===== src/rtl/fetch_pkg.sv =====
// fetch_pkg -- shared definitions for the instruction fetch queue.
//   XLEN          : architectural address / instruction width
//   PC_INC        : sequential fetch stride (one 32-bit word)
//   fetch_entry_t : one queued fetch result {pc, inst}
//   align_pc()    : forces a PC onto a word boundary
package fetch_pkg;

    localparam int XLEN = 32;
    localparam logic [XLEN-1:0] PC_INC = 32'd4;

    typedef struct packed {
        logic [XLEN-1:0] pc;
        logic [XLEN-1:0] inst;
    } fetch_entry_t;

    function automatic logic [XLEN-1:0] align_pc(input logic [XLEN-1:0] pc);
        return pc & ~XLEN'(3);
    endfunction

endpackage


===== src/rtl/fetch_fifo.sv =====
// fetch_fifo -- DEPTH-entry circular buffer of fetch_entry_t.
// Ports:
//   i_clk, i_rst_n : clock, asynchronous active-low reset
//   i_flush        : empties the buffer (wins over push/pop)
//   i_push         : write i_push_data at the tail
//   i_pop          : drop the head entry
//   o_head         : current head entry (meaningful when o_count != 0)
//   o_count        : number of valid entries, 0..DEPTH
module fetch_fifo
    import fetch_pkg::*;
#(
    parameter int DEPTH = 4
) (
    input  logic                   i_clk,
    input  logic                   i_rst_n,
    input  logic                   i_flush,
    input  logic                   i_push,
    input  fetch_entry_t           i_push_data,
    input  logic                   i_pop,
    output fetch_entry_t           o_head,
    output logic [$clog2(DEPTH):0] o_count
);

    localparam int AW = $clog2(DEPTH);
    localparam logic [AW:0] FULL = (AW+1)'(DEPTH);

    fetch_entry_t  r_mem [DEPTH];
    logic [AW-1:0] r_wr;
    logic [AW-1:0] r_rd;
    logic [AW:0]   r_cnt;

    // Storage is cleared on reset so the decode outputs read as zero.
    always_ff @(posedge i_clk or negedge i_rst_n) begin
        if (!i_rst_n) begin
            r_wr  <= '0;
            r_rd  <= '0;
            r_cnt <= '0;
            for (int i = 0; i < DEPTH; i++) r_mem[i] <= '0;
        end else if (i_flush) begin
            r_wr  <= '0;
            r_rd  <= '0;
            r_cnt <= '0;
        end else begin
            if (i_push) begin
                r_mem[r_wr] <= i_push_data;
                r_wr        <= r_wr + AW'(1);
            end
            if (i_pop) r_rd <= r_rd + AW'(1);
            r_cnt <= r_cnt + (AW+1)'(i_push) - (AW+1)'(i_pop);
        end
    end

    assign o_head  = r_mem[r_rd];
    assign o_count = r_cnt;

    // The credit scheme upstream must never let a push land on a full buffer.
    a_no_overflow: assert property (@(posedge i_clk) disable iff (!i_rst_n)
        !(i_push && !i_pop && !i_flush && r_cnt == FULL));

endmodule


===== src/rtl/fetch_queue.sv =====
// fetch_queue -- credit-limited instruction fetcher with an in-order
// response queue feeding decode, and redirect flush handling.
// Ports:
//   clk, rst                  : clock, asynchronous active-low reset
//   mem_req_valid/ready/addr  : fetch request channel (word addresses)
//   mem_rsp_valid/data        : in-order responses, always accepted
//   redir_valid/redir_pc      : one-cycle redirect from execute
//   dec_valid/ready/pc/inst   : head of queue towards decode
//   drop_stat                 : discarded-response counter (only when the
//                               FETCH_DROP_STAT_EN macro is defined)
module fetch_queue
    import fetch_pkg::*;
#(
    parameter int              DEPTH    = 4,
    parameter logic [XLEN-1:0] RESET_PC = 32'h0
) (
    input  logic            clk,
    input  logic            rst,
    output logic            mem_req_valid,
    input  logic            mem_req_ready,
    output logic [XLEN-1:0] mem_req_addr,
    input  logic            mem_rsp_valid,
    input  logic [XLEN-1:0] mem_rsp_data,
    input  logic            redir_valid,
    input  logic [XLEN-1:0] redir_pc,
    output logic            dec_valid,
    input  logic            dec_ready,
    output logic [XLEN-1:0] dec_pc,
    output logic [XLEN-1:0] dec_inst
`ifdef FETCH_DROP_STAT_EN
    ,
    output logic [31:0]     drop_stat
`endif
);

    localparam int CW = $clog2(DEPTH) + 1;
    localparam logic [CW:0] LIMIT = (CW+1)'(DEPTH);

    logic [XLEN-1:0] r_fpc;
    logic [XLEN-1:0] r_rpc;
    logic [CW-1:0]   r_infl;
    logic [CW-1:0]   r_drop;
    logic [CW-1:0]   w_cnt;
    logic [CW-1:0]   w_infl_ret;
    logic [CW:0]     w_used;
    logic            w_req_fire;
    logic            w_rsp_fire;
    logic            w_discard;
    logic            w_push;
    logic            w_pop;
    fetch_entry_t    w_head;
    fetch_entry_t    w_push_data;

    // Queue slots plus outstanding requests never exceed DEPTH, so every
    // response has a slot waiting for it. Reset gates the request directly
    // so the first request can handshake on the first edge after release.
    assign w_used        = {1'b0, w_cnt} + {1'b0, r_infl};
    assign mem_req_valid = rst && !redir_valid && (w_used < LIMIT);
    assign mem_req_addr  = r_fpc;
    assign w_req_fire    = mem_req_valid && mem_req_ready;

    // A response with nothing outstanding can only belong to a pre-reset
    // request and is ignored.
    assign w_rsp_fire  = mem_rsp_valid && (r_infl != '0);
    assign w_discard   = w_rsp_fire && (redir_valid || r_drop != '0);
    assign w_push      = w_rsp_fire && !w_discard;
    assign w_push_data = '{pc: r_rpc, inst: mem_rsp_data};
    assign w_infl_ret  = r_infl - CW'(w_rsp_fire);

    assign dec_valid = (w_cnt != '0) && !redir_valid;
    assign w_pop     = dec_valid && dec_ready;
    assign dec_pc    = w_head.pc;
    assign dec_inst  = w_head.inst;

    fetch_fifo #(.DEPTH(DEPTH)) u_fifo (
        .i_clk       (clk),
        .i_rst_n     (rst),
        .i_flush     (redir_valid),
        .i_push      (w_push),
        .i_push_data (w_push_data),
        .i_pop       (w_pop),
        .o_head      (w_head),
        .o_count     (w_cnt)
    );

    always_ff @(posedge clk or negedge rst) begin
        if (!rst) begin
            r_fpc  <= RESET_PC;
            r_rpc  <= RESET_PC;
            r_infl <= '0;
            r_drop <= '0;
        end else begin
            r_infl <= w_infl_ret + CW'(w_req_fire);
            if (redir_valid) begin
                // Everything still outstanding after this cycle's retire
                // belongs to the old path.
                r_fpc  <= align_pc(redir_pc);
                r_rpc  <= align_pc(redir_pc);
                r_drop <= w_infl_ret;
            end else begin
                if (w_req_fire) r_fpc <= r_fpc + PC_INC;
                if (w_push)     r_rpc <= r_rpc + PC_INC;
                if (w_rsp_fire && r_drop != '0) r_drop <= r_drop - CW'(1);
            end
        end
    end

`ifdef FETCH_DROP_STAT_EN
    logic [31:0] r_drop_stat;

    always_ff @(posedge clk or negedge rst) begin
        if (!rst)           r_drop_stat <= '0;
        else if (w_discard) r_drop_stat <= r_drop_stat + 32'd1;
    end

    assign drop_stat = r_drop_stat;
`endif

endmodule


===== config.mk =====
export PLATFORM = sky130hd
export DESIGN_NAME = fetch_queue
export DESIGN_NICKNAME = d
export VERILOG_FILES = /design/src/rtl/fetch_pkg.sv /design/src/rtl/fetch_fifo.sv /design/src/rtl/fetch_queue.sv
export SDC_FILE = /design/constraint.sdc
export NUM_CORES = 1
export LEC_CHECK = 0
export ABC_AREA = 1
export ABC_CLOCK_PERIOD_IN_PS = 2600
export BUFFER_PORTS_ARGS = -buffer_cell sky130_fd_sc_hd__buf_2
export CELL_PAD_IN_SITES_DETAIL_PLACEMENT = 1
export CELL_PAD_IN_SITES_GLOBAL_PLACEMENT = 1
export CORE_MARGIN = 5
export CORE_UTILIZATION = 44
export DETAILED_ROUTE_END_ITERATION = 6
export HOLD_SLACK_MARGIN = 0.08
export PLACE_DENSITY_LB_ADDON = 0.08
export SLEW_MARGIN = 40
export SYNTH_ARGS = -nofsm -noshare
export SYNTH_HDL_FRONTEND = slang
export SYNTH_HIERARCHICAL = 1
export SYNTH_SLANG_ARGS = --single-unit

===== constraint.sdc =====
create_clock -name clk -period 2.6 [get_ports clk]
set_clock_uncertainty 0.1 [all_clocks]
set_input_delay 0.26 -clock clk [delete_from_list [all_inputs] [get_ports clk]]
set_output_delay 0.26 -clock clk [all_outputs]
set_load 0.01 [all_outputs]

==> out/metrics.cfg, run 1 <==
[die]
core_um2 = 37700
start_util = 0.445
die_w_um = 205
chipHeight_um = 205
io_pins = 168
die-area_um2 = 42100
row_count = 71

[cts]
cts_tree = built
htree_levels = 2
cts_max_path_buffers = 3
cts_root_buf = clkbuf_16
numCtsBuffers = 39
clkSinkCount = 329
clkTransAtPathRegs_ns = 0.06
clk_latency_ns = 0.55

[sta]
hold-worst-slack_ns = 0.143
slew_violations = 0
finalHoldViolCount = 0
fmax_ghz = 0.409
period_needed_ns = 2.45
slew_headroom = 0.642
tightest_slew_ns = 0.536
fin_ws_ns = 0.152
min_period_over_period = 0.941
rsz0062_at_grt = false
setup_violations = 0
fin_tns_setup_ns = 0

[worst_setup_path]
worstPathRequired_ns = 2.24
cp-start-kind = flop
worstSetupPathType = reg2out
end_kind = primary output
worst-path-max-fanout = 58
critPathArrivalTime_ns = 2.09

[logic_synthesis]
yosysSeqAreaShare = 0.492
ys_types = 40
syn-cell-area_um2 = 16700
synth_edf_count = 0
synthArstFlopShare = 1.00
synth_cells = 2188
ys_ff_latch = 329
syn_avg_cell_area_um2 = 7.66
ys.warnings.count = 6
synthFlopType = dfrtp_1

[drt]
drt_iter0_drc = 811
via_per_inst = 5.10
drt_wl_total_um = 49200
drt-pass1-iter-count = 5
vias = 14900
drcViolationCount = 0
post_drt_wl_per_cell_um = 16.8
antenna_left = 0

[cells_and_area]
syn_to_final_growth_pct = 20.2
fin_nets = 2468
drive_gt1_frac = 0.119
insertedDiodeCount = 0
stdcell_area_um2 = 20100

[global_routing]
grt_pass1_wl_um = 81900
grt_overflow_total = 0
track_usage = 0.239
grt_max_degree = 151
antenna_found_initial = 0
grt_pass1_vias = 16008

[placement]
port_buffers = 163
gp_congestion = 0.828
place_ws_ns = 0.129
place_area_um2 = 18100
dpl.hpwl_um = 31500

[power_and_ir_drop]
power_density_nw_per_um2 = 848
p_leak_nw = 10.6
clkPwrFrac = 0.318
pwr-share-seq = 0.390
ir_drop_mv = 0.360
intPower_mw = 11.2
pwr-share-comb = 0.292
p_switching_mw = 5.89
swShare = 0.345
total_power_mw = 17.1

[run_status]
status = completed

[run]
maxCapViolCount = 0

[min_path]
hold_path.class = in2reg

==> through the flow <==
stage	instances	utilization
after detailed placement	2779	0.480
final	2922	0.535
after global routing	2922	0.535
after floorplan	2191	-
after global placement	2779	0.480
after CTS	2918	0.532
==> routing by layer <==
metal,up-vias,track usage,part of all wire
met5,-,0,0
met4,0,0.0608,0.022
met3,66,0.0337,0.033
met2,223,0.428,0.50
met1,7306,0.305,0.44
li1,7305,-,-
==> cells in the final DEF (no fill, tap or decap), types with 2 or more instances in the layout <==
cell type,n
ha_1,16
clkbuf_1,8
a21oi_1,6
clkbuf_16,41
nor2_4,6
buf_2,162
dfrtp_1,328
inv_1,298
buf_6,3
inv_2,4
buf_4,14
nor2_1,84
nand2_4,5
xnor2_1,9
buf_16,2
o21ai_1,4
clkinv_2,7
and2_1,2
o21bai_1,8
buf_12,14
nand3_1,96
nand3b_1,4
dlygate4sd3_1,68
nand2_2,4
o211ai_1,132
o21ai_0,284
clkbuf_8,14
conb_1,4
nand2_1,756
xor2_1,9
nor2_2,2
==> layout make-up <==
class | instances | area, um^2
Fill cell | 4720 | 17500
Sequential cell | 329 | 8230
Multi-Input combinational cell | 1442 | 6840
Timing Repair Buffer | 264 | 1980
Clock buffer | 63 | 1250
Inverter | 305 | 1150
Tap cell | 511 | 639
Clock inverter | 8 | 42.5
==> timing repair <==
action / CTS / global route
setup endpoints to repair: 0 / 109
resized for setup: 0 / 7
hold endpoints to repair: 521 / 0
buffers inserted: 0 / 2
hold buffers: 68 / 0
==> synthesized netlist by cell type, types with 2 or more instances <==
cell / instances / area, um^2
buf_6: 6 / 67.6
nor2_4: 6 / 67.6
nand2_1: 760 / 2850
nand2_2: 4 / 25.0
xnor2_1: 9 / 78.8
inv_1: 301 / 1130
o21ai_1: 3 / 15.0
a21oi_1: 6 / 30.0
nor2_2: 2 / 12.5
and2_1: 2 / 12.5
nor2_1: 84 / 315
clkbuf_2: 15 / 75.1
buf_2: 55 / 275
clkbuf_1: 31 / 116
buf_1: 6 / 22.5
buf_4: 2 / 15.0
o211ai_1: 132 / 991
inv_2: 2 / 7.51
nand3_1: 96 / 480
xor2_1: 9 / 78.8
o21ai_0: 285 / 1430
ha_1: 16 / 200
o21bai_1: 8 / 60.1
nand3b_1: 4 / 30.0
dfrtp_1: 329 / 8230
==> flip-flops by register name (all words and copies together), names as in the netlist <==
name	flops
u_fifo/r_mem	256
r_infl	3
u_fifo/r_wr	2
u_fifo/o_count	3
r_rpc	30
r_drop	3
u_fifo/r_rd	2
mem_req_addr	30
==> logic make-up (layout without fill, tap and decap cells) <==
group / Yosys count / in the layout / share of synthesized area
AOI/OAI and AO/OA: 437 / 437 / 0.152
xor gates and xnor gates: 18 / 18 / 0.00941
adders and majority gates: 17 / 17 / 0.0131
buffers and inverters: 420 / 640 / 0.103
DFF: 329 / 329 / 0.492
muxes: 1 / 1 / 0.000598
other: 1 / 4 / 0.000224
and+or+nand+nor: 965 / 965 / 0.231
==> power groups by stage <==
stage	Sequential [mW]	Combinational (mW)	Clock, mW
detailed placement	6.73	4.94	0
floorplan	6.57	3.09	0
finish	6.65	4.98	5.44
global placement	6.68	4.74	0
global route	6.78	5.71	5.81
CTS	6.66	5.07	5.60
==> critical path, stage by stage (launching register included) <==
cell and delay (ns):
dfrtp_1 0.45, inv_8 0.31, buf_12 0.25, nand2_1 0.09, o211ai_1 0.14, nand2_1 0.10, buf_2 0.15
==> path summary, 6_finish.rpt <==
path	slack [ns]	startpoint	cells past startpoint	end
max in group asynchronous	1.33	rst	4	mem_req_addr[31]$_DFFE_PN0P_
min	0.14	mem_req_ready	4	mem_req_addr[5]$_DFFE_PN0P_
max reg2reg	0.24	r_drop[0]$_DFFE_PN0P_	12	u_fifo/r_mem[88]$_DFFE_PN0P_
min in group asynchronous	0.23	rst	3	u_fifo/r_mem[155]$_DFFE_PN0P_
max	0.15	u_fifo/r_rd[0]$_DFFE_PN0P_	6	dec_inst[18]
min reg2reg	0.38	u_fifo/r_mem[94]$_DFFE_PN0P_	2	u_fifo/r_mem[94]$_DFFE_PN0P_
Power figures use the tool's default switching activity.
==> inputs of run 2 (changes only) <==
--- a/config.mk
+++ b/config.mk
@@ -8,10 +8,10 @@
 export ABC_AREA = 1
 export ABC_CLOCK_PERIOD_IN_PS = 2600
 export BUFFER_PORTS_ARGS = -buffer_cell sky130_fd_sc_hd__buf_2
-export CELL_PAD_IN_SITES_DETAIL_PLACEMENT = 1
-export CELL_PAD_IN_SITES_GLOBAL_PLACEMENT = 1
+export CELL_PAD_IN_SITES_DETAIL_PLACEMENT = 2
+export CELL_PAD_IN_SITES_GLOBAL_PLACEMENT = 2
 export CORE_MARGIN = 5
-export CORE_UTILIZATION = 44
+export CORE_UTILIZATION = 35
 export DETAILED_ROUTE_END_ITERATION = 6
 export HOLD_SLACK_MARGIN = 0.08
 export PLACE_DENSITY_LB_ADDON = 0.08
==> run 2 against run 1 <==
Compared with the run above:
- sequential power barely moved
- sequential share of layout area is 0.36 points lower
- non-clock buffer count is 2 lower
- global-route usage decreased by 2.6 points
- core utilization decreased by 11 points
- cell count grew 3.7%
- power increased by 3.6%
- combinational power increased by 3%
- first-iteration DRC count down 25%
- highest routed layer unchanged
==> out/metrics.cfg, run 2 (synthesis gave the netlist of run 1 again) <==
[run_status]
status = completed  ; unchanged

[worst_setup_path]
worstPathRequired_ns = 2.24  ; about the same
critPathArrivalTime_ns = 2.08  ; was 2.09 ns
worstSetupPathType = reg2out  ; unchanged
worst-path-max-fanout = 36  ; was 58
cp-start-kind = flop  ; unchanged
timing.rr.start = r_drop[0]$_DFFE_PN0P_  ; unchanged
crit_start = u_fifo/r_rd[0]$_DFFE_PN0P_  ; unchanged
path_cells = clkinv_8, buf_12, buf_12, nand2_1, o211ai_1, nand2_1, buf_2  ; was inv_8, buf_12, nand2_1, o211ai_1, nand2_1, buf_2
slowest_stage = dfrtp_2  ; was dfrtp_1
worst_path_largest_cell_delay_ns = 0.45  ; about the same
end_kind = primary output  ; unchanged

[drt]
via_per_inst = 5.00  ; was 5.10
drcViolationCount = 0  ; unchanged
drt_iter0_drc = 612  ; was 811
antenna_left = 0  ; unchanged
post_drt_wl_per_cell_um = 18.5  ; was 16.8 um
drt_wl_total_um = 56100  ; was 49200 um
vias = 15148  ; was 14900
drt-pass1-iter-count = 5  ; unchanged

[cells_and_area]
drive_gt1_frac = 0.119  ; about the same
fin_nets = 2468  ; unchanged
largest_register = u_fifo/r_mem  ; unchanged
nFillCells = 5456  ; was 4720
largest_register_ffs = 256  ; unchanged
syn_to_final_growth_pct = 21.3  ; was 20.2%
mostFrequentLayoutCells = 756 x nand2_1, 327 x dfrtp_1, 299 x inv_1  ; was 756 x nand2_1, 328 x dfrtp_1, 298 x inv_1
fin_util = 0.427  ; was 0.535
fin_cells = 3029  ; was 2922
stdcell_area_um2 = 20300  ; was 20100 um^2
final_common_cell = nand2_1  ; unchanged

[global_routing]
grt_max_degree = 131  ; was 151
track_usage = 0.213  ; was 0.239
grt_pass1_wl_um = 91900  ; was 81900 um
antenna_found_initial = 1  ; was 0
grt_overflow_total = 0  ; unchanged
grt_pass1_vias = 16934  ; was 16008

[die]
chipHeight_um = 229  ; was 205 um
core_um2 = 47500  ; was 37700 um^2
start_util = 0.352  ; was 0.445
die-area_um2 = 52300  ; was 42100 um^2
row_count = 80  ; was 71
io_pins = 168  ; unchanged
die_w_um = 229  ; was 205 um

[cts]
cts_root_buf = clkbuf_16  ; unchanged
cts_tree = built  ; unchanged
clk_latency_ns = 0.56  ; was 0.55 ns
htree_levels = 2  ; unchanged
cts_max_path_buffers = 3  ; unchanged
post-cts-setup-buffers = 0  ; unchanged
numCtsBuffers = 41  ; was 39
clkSinkCount = 329  ; unchanged
clkTransAtPathRegs_ns = 0.06  ; about the same

[placement]
place_area_um2 = 18200  ; was 18100 um^2
place_ws_ns = 0.252  ; was 0.129 ns
gp_congestion = 0.779  ; was 0.828
dpl.hpwl_um = 35900  ; was 31500 um
dp_cells = 2885  ; was 2779
port_buffers = 163  ; unchanged

[power_and_ir_drop]
ir_drop_mv = 0.417  ; was 0.360 mV
power_density_nw_per_um2 = 870  ; was 848 nW/um^2
p_leak_nw = 10.6  ; about the same
total_power_mw = 17.7  ; was 17.1 mW

[run]
maxCapViolCount = 0  ; unchanged

[sta]
finalHoldViolCount = 0  ; unchanged
fin_tns_setup_ns = 0  ; unchanged
tightest_slew_ns = 0.761  ; was 0.536 ns
period_needed_ns = 2.44  ; was 2.45 ns
min_period_over_period = 0.937  ; was 0.941
fmax_ghz = 0.410  ; was 0.409 GHz
setup_violations = 0  ; unchanged
rsz0062_at_grt = false  ; unchanged
slew_headroom = 0.493  ; was 0.642
hold-worst-slack_ns = 0.140  ; was 0.143 ns
slew_violations = 0  ; unchanged
fin_ws_ns = 0.164  ; was 0.152 ns

[min_path]
hold_path.class = in2reg  ; unchanged
hold_path.startpoint = mem_req_ready  ; unchanged

==> run 2: changes by cell type in the layout (fill, tap and decap cells not counted), sizes merged <==
| cell | delta |
|---|---|
| buf | -1 |
| bufinv | +3 |
| clkbuf | -2 |
| clkinv | +2 |
| diode | +2 |
| dlygate4sd3 | -1 |
==> run 2: final timing paths <==
check,cells past startpoint,slack (ns),to
hold reg to reg,2,0.38,u_fifo/r_mem[231]$_DFFE_PN0P_
hold / removal,4,0.14,r_infl[0]$_DFF_PN0_
setup / recovery,7,0.16,dec_inst[27]
min in group asynchronous,3,0.24,u_fifo/r_mem[168]$_DFFE_PN0P_
setup reg to reg,11,0.19,u_fifo/r_mem[221]$_DFFE_PN0P_
max in group asynchronous,4,1.39,u_fifo/r_mem[182]$_DFFE_PN0P_
==> run 2: final cells by class <==
cell class,instances,area (um^2),share of cell area
flip-flops and latches,329,8240,0.405
multi-input cells,1442,6840,0.337
repair buffers,262,1940,0.0954
clock buffers,61,1220,0.0602
inverters,305,1160,0.0571
well taps,615,769,0.0379
clock inverters,13,146,0.00720
diodes,2,5.00,0.000246
==> run 2: routing by layer <==
| metal | vias to the layer above | GRT usage | wire length (um) |
|---|---|---|---|
| met3 | 70 | 0.0291 | 1390 |
| met4 | 0 | 0.0490 | 1180 |
| met2 | 180 | 0.391 | 28700 |
| met1 | 7590 | 0.267 | 24900 |
| met5 | - | 0 | 0 |
| li1 | 7308 | - | - |
==> run 2: critical path: cells and delay by family (launching register included) <==
kind                   cells  cell delay [ns]
AOI/OAI and AO/OA          1             0.12
buffers and inverters      4             0.73
DFF                        1             0.45
and+or+nand+nor            2             0.16
==> run 2: repair_timing <==
| item | 4_1_cts | 5_1_grt |
|---|---|---|
| hold endpoints to repair | 520 | 0 |
| resized for setup | 2 | 3 |
| setup endpoints to repair | 4 | 10 |
| hold buffers | 67 | 0 |
==> run 2: where the power goes <==
part	total (mW)	internal, mW	switching, mW
Combinational	5.13	1.93	3.20
Clock	5.86	3.55	2.31
Sequential	6.68	5.98	0.703
Total	17.7	11.5	6.22
==> inputs of run 3 (changes only) <==
--- a/config.mk
+++ b/config.mk
@@ -6,12 +6,12 @@
 export NUM_CORES = 1
 export LEC_CHECK = 0
 export ABC_AREA = 1
-export ABC_CLOCK_PERIOD_IN_PS = 2600
+export ABC_CLOCK_PERIOD_IN_PS = 3100
 export BUFFER_PORTS_ARGS = -buffer_cell sky130_fd_sc_hd__buf_2
 export CELL_PAD_IN_SITES_DETAIL_PLACEMENT = 2
 export CELL_PAD_IN_SITES_GLOBAL_PLACEMENT = 2
 export CORE_MARGIN = 5
-export CORE_UTILIZATION = 35
+export CORE_UTILIZATION = 38
 export DETAILED_ROUTE_END_ITERATION = 6
 export HOLD_SLACK_MARGIN = 0.08
 export PLACE_DENSITY_LB_ADDON = 0.08
==> constraint.sdc (replaced) <==
create_clock -name clk -period 3.1 [get_ports clk]
set_clock_uncertainty 0.1 [all_clocks]
set_input_delay 0.31 -clock clk [delete_from_list [all_inputs] [get_ports clk]]
set_output_delay 0.31 -clock clk [all_outputs]
set_load 0.01 [all_outputs]
==> run 3 against run 2 <==
Compared with the run above:
- non-clock buffer count fell by 11
- sequential cell count did not move
- power fell by 18%
- highest routed layer unchanged
- via count rose by 1.3%
- die area fell by 7.6%
- first-iteration DRC count rose by 3.1%
- design area fell by 1.6%
- cell count fell by 1.4%
- global-route usage rose by 2.3 points
==> out/metrics.cfg, run 3 (synthesis gave the netlist of run 1 again) <==
[sta]
fmax_ghz = 0.382
period_needed_ns = 2.62
slew_headroom = 0.534  ; was 0.493
finalHoldViolCount = 0  ; unchanged
min_period_over_period = 0.845
slew_violations = 0  ; unchanged
setup_violations = 0  ; unchanged
fin_tns_setup_ns = 0  ; unchanged
rsz0062_at_grt = false  ; unchanged
hold-worst-slack_ns = 0.0957  ; was 0.140 ns
tightest_slew_ns = 0.700  ; was 0.761 ns

[worst_setup_path]
timing.rr.end = u_fifo/r_mem[208]$_DFFE_PN0P_  ; was u_fifo/r_mem[221]$_DFFE_PN0P_
worstSetupPathType = reg2reg  ; was reg2out
worst-path-max-fanout = 108  ; was 36
critPathArrivalTime_ns = 2.94  ; was 2.08 ns
timing.rr.start = r_drop[0]$_DFFE_PN0P_  ; unchanged
reg2reg_slack_ns = 0.48  ; was 0.19 ns
reg2reg_depth = 11  ; unchanged
cp-start-kind = flop  ; unchanged
crit_start = r_drop[0]$_DFFE_PN0P_  ; was u_fifo/r_rd[0]$_DFFE_PN0P_
worstPathRequired_ns = 3.42  ; was 2.24 ns
end_kind = flop  ; was primary output
endpoint = u_fifo/r_mem[208]$_DFFE_PN0P_  ; was dec_inst[27]

[placement]
port_buffers = 163  ; unchanged
dpl.hpwl_um = 36000  ; was 35900 um
dp_cells = 2854  ; was 2885
gp_congestion = 0.809  ; was 0.779

[min_path]
whs_path_depth = 5  ; was 4
hold_path.class = in2reg  ; unchanged
hold_path.startpoint = redir_pc[31]  ; was mem_req_ready

[global_routing]
antenna_found_initial = 0  ; was 1
grt_pass1_wl_um = 92100  ; was 91900 um
grt_max_degree = 118  ; was 131
track_usage = 0.237  ; was 0.213
grt_overflow_total = 0  ; unchanged
grt_pass1_vias = 17392  ; was 16934

[run]
maxCapViolCount = 0  ; unchanged

[drt]
drt_wl_total_um = 56600  ; was 56100 um
vias = 15343  ; was 15148
post_drt_wl_per_cell_um = 18.9  ; was 18.5 um
drt-pass1-iter-count = 7  ; was 5
antenna_left = 0  ; unchanged
drcViolationCount = 0  ; unchanged
via_per_inst = 5.14  ; was 5.00
drt_iter0_drc = 631  ; was 612

[cells_and_area]
largest_register_ffs = 256  ; unchanged
drive_gt1_frac = 0.110  ; was 0.119
fin_cells = 2986  ; was 3029
largest_register = u_fifo/r_mem  ; unchanged
final_common_cell = nand2_1  ; unchanged
fin_nets = 2456  ; was 2468
mostFrequentLayoutCells = 756 x nand2_1, 328 x dfrtp_1, 299 x inv_1  ; was 756 x nand2_1, 327 x dfrtp_1, 299 x inv_1
fin_util = 0.455  ; was 0.427
syn_to_final_growth_pct = 19.3  ; was 21.3%

[cts]
cts_max_path_buffers = 3  ; unchanged
htree_levels = 2  ; unchanged
clk_latency_ns = 0.55  ; was 0.56 ns
numCtsBuffers = 40  ; was 41
post_cts_resize_count = 0  ; was 2
cts_root_buf = clkbuf_16  ; unchanged
clkSinkCount = 329  ; unchanged
clkTransAtPathRegs_ns = 0.06  ; about the same
cts_tree = built  ; unchanged

[power_and_ir_drop]
p_leak_nw = 10.4  ; was 10.6 nW
power_density_nw_per_um2 = 723  ; was 870 nW/um^2
ir_drop_mv = 0.341  ; was 0.417 mV
total_power_mw = 14.4  ; was 17.7 mW

[die]
row_count = 77  ; was 80
io_pins = 168  ; unchanged
start_util = 0.381  ; was 0.352
core_um2 = 43900  ; was 47500 um^2
chipHeight_um = 220  ; was 229 um
die_w_um = 220  ; was 229 um
die-area_um2 = 48400  ; was 52300 um^2

[run_status]
status = completed  ; unchanged

## run 3: changes by cell type in the layout (fill, tap and decap cells not counted), moves of 4 or more
| cell | previous run | this run |
|---|---|---|
| clkbuf_1 | 10 | 14 |
| buf_4 | 15 | 11 |
| clkinv_2 | 8 | 1 |
| buf_12 | 14 | 10 |
## run 3: power by group
group / internal [mW] / switching, mW
Clock: 2.71 / 1.84
Sequential: 5.02 / 0.597
Combinational: 1.57 / 2.71
## run 3: cell type report
cell class | count | area [um^2]
clock buffer | 64 | 1200
timing repair buffer | 251 | 1780
fill | 5031 | 23900
sequential | 329 | 8230
tap | 592 | 741
antenna | 1 | 2.50
clock inverter | 2 | 35.0
multi-input combinational | 1442 | 6840
inverter | 305 | 1150
## run 3: how the worst min path moves through the flow
| stage | to | slack, ns |
|---|---|---|
| global route | mem_req_addr[31]$_DFFE_PN0P_ | 0.11 |
| detailed placement | u_fifo/r_mem[160]$_DFFE_PN0P_ | 0.06 |
| CTS | mem_req_addr[31]$_DFFE_PN0P_ | 0.08 |
| finish | mem_req_addr[31]$_DFFE_PN0P_ | 0.1 |
| floorplan | mem_req_addr[10]$_DFFE_PN0P_ | -0.09 |
| global placement | u_fifo/r_mem[32]$_DFFE_PN0P_ | 0.06 |
## run 3: timing repair
item / CTS / global route
hold buffers: 65 / 0
setup buffers: 0 / 0
endpoints found under the hold margin: 515 / 0
## run 3: metrics by stage
| step | cell area [um^2] | setup slack [ns] |
|---|---|---|
| floorplan | 16800 | 0.935 |
| global placement | 18100 | 0.668 |
| detailed placement | 18100 | 0.500 |
| CTS | 20000 | 0.434 |
| global route | 20000 | 0.262 |
| finish | 20000 | 0.480 |
## run 3: critical path, cell delays in order (launching register included)
cell and delay, ns:
dfrtp_1 0.38, inv_1 0.10, ha_1 0.15, nand2_1 0.07, nor2_1 0.13, nand3_2 0.16, inv_1 0.12, inv_1 0.08
nor2_4 0.25, nand2_4 0.24, buf_12 0.33, o21ai_0 0.37
## run 3: metal layers
metal	vias to the layer above	GRT usage	wire length, um
li1	7270	-	-
met1	7799	0.282	24000
met2	190	0.445	29700
met3	84	0.0352	1510
met4	0	0.0585	1340
met5	-	0	0
